[config.mk]
export PLATFORM = sky130hd
export DESIGN_NAME = slave_arbitrate_ctrl_wr_ddr
export DESIGN_NICKNAME = d
export VERILOG_FILES = /design/src/rtl/slave_arbitrate_ctrl_wr_ddr.sv
export SDC_FILE = /design/constraint.sdc
export NUM_CORES = 1
export LEC_CHECK = 0
export ABC_AREA = 1
export CORE_ASPECT_RATIO = 0.75
export CORE_MARGIN = 8
export CORE_UTILIZATION = 35
export DETAILED_ROUTE_END_ITERATION = 6
export PLACE_DENSITY = 0.78
export SKIP_CTS_REPAIR_TIMING = 1
export SLEW_MARGIN = 15
export SYNTH_ARGS = -nofsm -noshare
export SYNTH_HDL_FRONTEND = slang
export SYNTH_SLANG_ARGS = --single-unit
export TNS_END_PERCENT = 1
[constraint.sdc]
create_clock -name ddr_clk -period 1.5 [get_ports ddr_clk]
set_input_delay 0.15 -clock ddr_clk [delete_from_list [all_inputs] [get_ports ddr_clk]]
set_output_delay 0.15 -clock ddr_clk [all_outputs]
set_load 0.01 [all_outputs]
[src/rtl/slave_arbitrate_ctrl_wr_ddr.sv]
// Four-slave write arbiter in front of a DDR controller command/data port.
// Define ARB_ROUND_ROBIN_EN for round-robin priority; otherwise slave 0 always has highest priority.
module slave_arbitrate_ctrl_wr_ddr #(
    parameter int ADDR_W = 25,
    parameter int LEN_W  = 10
) (
    input  logic                  ddr_clk,
    input  logic                  sys_rst,
    input  logic [3:0]            slave_req,
    input  logic [4*ADDR_W-1:0]   slave_waddr,
    input  logic [4*LEN_W-1:0]    slave_wburst_len,
    output logic [3:0]            arbitrate_valid,
    output logic                  ddr_cmd_valid,
    input  logic                  ddr_cmd_ready,
    output logic [ADDR_W-1:0]     ddr_cmd_addr,
    output logic [LEN_W-1:0]      ddr_cmd_len,
    input  logic                  ddr_wdata_req,
    output logic [3:0]            fifo_rd_en,
    output logic [1:0]            grant_id,
    output logic                  arb_busy
);

    // state | meaning
    // IDLE  | wait for any slave_req
    // ARB   | pick winner, latch its address/length, clear beat counter
    // CMD   | present write command until ddr_cmd_ready
    // DATA  | forward ddr_wdata_req to winner's FIFO until len beats moved
    // DONE  | release grant, advance priority pointer
    localparam logic [2:0] IDLE = 3'd0;
    localparam logic [2:0] ARB  = 3'd1;
    localparam logic [2:0] CMD  = 3'd2;
    localparam logic [2:0] DATA = 3'd3;
    localparam logic [2:0] DONE = 3'd4;

    logic [2:0]       state;
    logic [1:0]       rr_ptr;
    logic [LEN_W-1:0] beat_cnt;
    logic [1:0]       win_id;
    logic             win_found;
    logic [1:0]       scan_idx;

    // First requester found scanning upward from the pointer, wrapping mod 4.
    always_comb begin
        win_id    = 2'd0;
        win_found = 1'b0;
        scan_idx  = 2'd0;
        for (int k = 0; k < 4; k++) begin
            scan_idx = rr_ptr + 2'(k);
            if (!win_found && slave_req[scan_idx]) begin
                win_id    = scan_idx;
                win_found = 1'b1;
            end
        end
    end

    always_ff @(posedge ddr_clk or posedge sys_rst) begin
        if (sys_rst) begin
            state           <= IDLE;
            rr_ptr          <= 2'd0;
            beat_cnt        <= '0;
            grant_id        <= 2'd0;
            ddr_cmd_addr    <= '0;
            ddr_cmd_len     <= '0;
            arbitrate_valid <= 4'd0;
        end else begin
            case (state)
                IDLE: begin
                    if (|slave_req) state <= ARB;
                end
                ARB: begin
                    beat_cnt <= '0;
                    if (win_found) begin
                        grant_id        <= win_id;
                        ddr_cmd_addr    <= slave_waddr[int'(win_id)*ADDR_W +: ADDR_W];
                        ddr_cmd_len     <= slave_wburst_len[int'(win_id)*LEN_W +: LEN_W];
                        arbitrate_valid <= 4'b0001 << win_id;
                        state           <= CMD;
                    end else begin
                        state <= IDLE;
                    end
                end
                CMD: begin
                    if (ddr_cmd_ready) begin
                        if (ddr_cmd_len == '0) begin
                            arbitrate_valid <= 4'd0;
                            state           <= DONE;
                        end else begin
                            state <= DATA;
                        end
                    end
                end
                DATA: begin
                    if (ddr_wdata_req) begin
                        beat_cnt <= beat_cnt + LEN_W'(1);
                        if (beat_cnt + LEN_W'(1) == ddr_cmd_len) begin
                            arbitrate_valid <= 4'd0;
                            state           <= DONE;
                        end
                    end
                end
                DONE: begin
`ifdef ARB_ROUND_ROBIN_EN
                    rr_ptr <= grant_id + 2'd1;
`else
                    rr_ptr <= 2'd0;
`endif
                    state <= IDLE;
                end
                default: state <= IDLE;
            endcase
        end
    end

    // Data strobe is combinational so the FIFO sees the controller's pull in the same cycle.
    assign ddr_cmd_valid = (state == CMD);
    assign arb_busy      = (state != IDLE);
    assign fifo_rd_en    = (state == DATA && ddr_wdata_req) ? (4'b0001 << grant_id) : 4'd0;

endmodule
==> flow_metrics.py <==
metrics = {
    "yosys": {
        "ys_types": 32,
        "synth-simple-area-share": 0.2572,
        "synth_fa_ha_area_frac": 0.003674,
        "synth_top_family_by_area": "compound AO/OA/AOI/OAI gates",
        "syn-instance-count": 454,
        "yosysTopAreaCellShare": 0.3968,
        "synth_nets": 603,
        "synth_warnings": 0,
        "syn_avg_cell_area_um2": 7.502,
        "seq_area_frac_synth": 0.3968,
        "yosys-top-cells-area": "dfrtp_1 40%, nand2_1 9.9%, a21oi_1 6.0%, nor2_1 5.3%, nand3_1 4.4%",
        "synth_area_um2": 3406,
        "synth_top_area_cell": "dfrtp_1",
        "synth_compound_area_frac": 0.2667,
        "synth_mux_area_frac": 0,
        "synth_xor_area_frac": 0.005143,
        "synth_seq_cells": 54,
    },
    "grt": {
        "grt_pass1_vias": 4438,
        "grt_usage": 0.2098,
        "grt_max_degree": 55,
        "antenna_found_initial": 0,
        "grt_pass1_wl_um": 21840,
        "grt-ovfl-total": 0,
    },
    "critical_path": {
        "cp-startpoint": "beat_cnt[1]$_DFFE_PP0P_",
        "arrival_ns": 2.07,
        "cp.buffers_inverters": 0,
        "slowest_stage": "dfrtp_1",
        "timing.rr.start": "beat_cnt[1]$_DFFE_PP0P_",
        "worstReg2RegEnd": "arbitrate_valid[1]$_DFFE_PP0P_",
        "rrSetupSlack_ns": -0.39,
        "cp-end-kind": "flip-flop",
        "worst_setup_path_start_kind": "flip-flop",
        "crit_chain": "ha_4 > nand2_4 > nor2_4 > nand2_2 > nand2_2 > nand2_2 > nand2_1 > nand2_1 > nor2_1 > nand4_1 > nand2_4 > nand2_4 > nand2_1 > nand2_1",
        "r2r_cells": 14,
        "crit_path_max_fanout": 8,
        "required_ns": 1.68,
        "cp_common_cell": "nand2_1",
        "crit_family": "simple AND/OR/NAND/NOR gates",
        "critPathKind": "reg -> reg",
        "critical_path.max_stage_delay_ns": 0.40,
    },
    "die": {
        "fp.dieW_um": 129.9,
        "io_pins": 195,
        "start_util": 0.3555,
        "core_um2": 9580,
        "rows": 31,
        "die_area_um2": 13180,
        "die_h_um": 101.4,
    },
    "timing": {
        "worst_slack_ns": -0.3876,
        "rsz0062_at_grt": "yes",
        "fin_crit_ns": 1.888,
        "setup_viol": 13,
        "period_share": 1.258,
        "slew_violations": 0,
        "slew_headroom": 0.7225,
        "max_freq_ghz": 0.5298,
        "final_hold_viol_count": 0,
        "setup_tns_ns": -3.305,
        "skew_ns": 0.005058,
        "tightest_slew_ns": 0.4162,
    },
    "power": {
        "power.density_nw_per_um2": 1440,
        "leakagePower_nw": 2.665,
        "ir_worst_vdd_mv": 0.5935,
    },
    "layout": {
        "diodes": 0,
        "drive_gt1_frac": 0.1759,
        "syn2layout_area_growth_pct": 83.54,
        "final_cell_mix": "187 x clkdlybuf4s50_1, 86 x nand2_1, 52 x dfrtp_1",
        "layout_commonest_cell": "clkdlybuf4s50_1",
        "final_util": 0.6525,
        "finalNetCount": 836,
        "instances_no_fill": 820,
    },
    "routing": {
        "first_iter_violations": 313,
        "antenna_left": 0,
        "wl_per_cell_um": 17.47,
        "dr.pass1.iters": 5,
        "drc": 0,
        "drt-total-wl_um": 14330,
        "viasPerCell": 5.229,
        "num_vias": 4288,
    },
    "placement": {
        "gp_congestion": 0.9124,
        "hpwlAfterDp_um": 11470,
        "portBuffers": 194,
        "pre_cts_slack_ns": -0.4001,
        "dp.cells": 812,
    },
    "clock_network": {
        "clkLatencyLatePin_ns": 0.29,
        "cts.path.max_buffers": 2,
        "clock-sinks": 54,
        "cts_tree": "built",
        "cts_made_buffers": 5,
        "root_buffer": "clkbuf_16",
        "htreeDepth": 2,
        "clkTransAtPathRegs_ns": 0.07,
    },
    "run_status": {
        "violations": "setup timing",
        "status": "complete, but fails checks",
    },
    "flow_run": {
        "maxCapViolCount": 0,
    },
    "worst_hold_path": {
        "hp-class": "in -> async",
    },
}
-- tightest hold or removal path, delay by kind of cell --
kind / cells / cell delay [ns]
buf+inv: 3 / 0.76
-- flip-flops by register name (all words and copies together), names as in the netlist --
register	cells
arbitrate_valid	4
state	3
ddr_cmd_len	10
grant_id	2
ddr_cmd_addr	25
beat_cnt	10
-- final cells by class --
| type | instances | area [um^2] |
|---|---|---|
| Inverter | 39 | 148.9 |
| Clock buffer | 6 | 138.9 |
| Sequential cell | 54 | 1354 |
| Multi-Input combinational cell | 340 | 2002 |
| Clock inverter | 2 | 12.51 |
| Timing Repair Buffer | 247 | 2430 |
| Fill cell | 762 | 3329 |
| Tap cell | 132 | 165.2 |
-- stage by stage --
| stage | area, um^2 | total power [W] | hold WS [ns] |
|---|---|---|---|
| final | 6251 | 0.009000 | 0.2301 |
| after global routing | 6251 | 0.009600 | 0.2366 |
| after CTS | 6048 | 0.008743 | 0.2484 |
| after detailed placement | 5897 | 0.007510 | 0.4780 |
| after global placement | 5897 | 0.007377 | 0.4748 |
| after floorplan | 3406 | 0.004769 | 0.3084 |
-- power breakdown --
part | internal (W) | leakage (nW) | switching (W)
Sequential | 0.00207 | 0.642 | 0.000421
Combinational | 0.00268 | 1.95 | 0.00263
Clock | 0.000663 | 0.0729 | 0.000536
-- worst max-delay path by stage --
stage	to	slack, ns	cells after the start
after global placement	ddr_cmd_len[0]$_DFFE_PP0P_	-0.29	8
after global routing	arbitrate_valid[0]$_DFFE_PP0P_	-0.49	14
final	arbitrate_valid[1]$_DFFE_PP0P_	-0.39	14
after floorplan	arbitrate_valid[0]$_DFFE_PP0P_	-0.16	13
after CTS	fifo_rd_en[0]	-0.51	6
after detailed placement	arbitrate_valid[1]$_DFFE_PP0P_	-0.40	14
-- cells by family (layout without fill, tap and decap cells) --
group,count (synthesis),after routing
adder cells (fa/ha/maj),1,1
AND/OR/NAND/NOR,195,195
XOR/XNOR,2,2
AO/OA/AOI/OAI,142,142
flip-flops,54,54
buffers and inverters,60,294
-- synth_stat cells, drive strengths merged --
cell type / instances
inv: 39
xor2: 1
nor2: 57
xnor2: 1
and2: 1
a21oi: 41
dfrtp: 54
nand4: 2
nor4: 1
a32oi: 2
nor3: 6
ha: 1
o21ai: 32
buf: 12
nand2: 97
a22o: 7
clkbuf: 9
a31oi: 6
o21a: 8
nand3: 31
a22oi: 9
a221oi: 13
o21bai: 14
a41oi: 7
o22ai: 3
-- per-layer routing --
metal | up-vias | wire length (um) | GRT usage
li1 | 2044 | - | -
met2 | 208 | 7037 | 0.3609
met1 | 2012 | 5635 | 0.2429
met5 | - | 0 | 0
met4 | 0 | 236 | 0.05872
met3 | 24 | 1420 | 0.07365
Power figures use the tool's default switching activity.
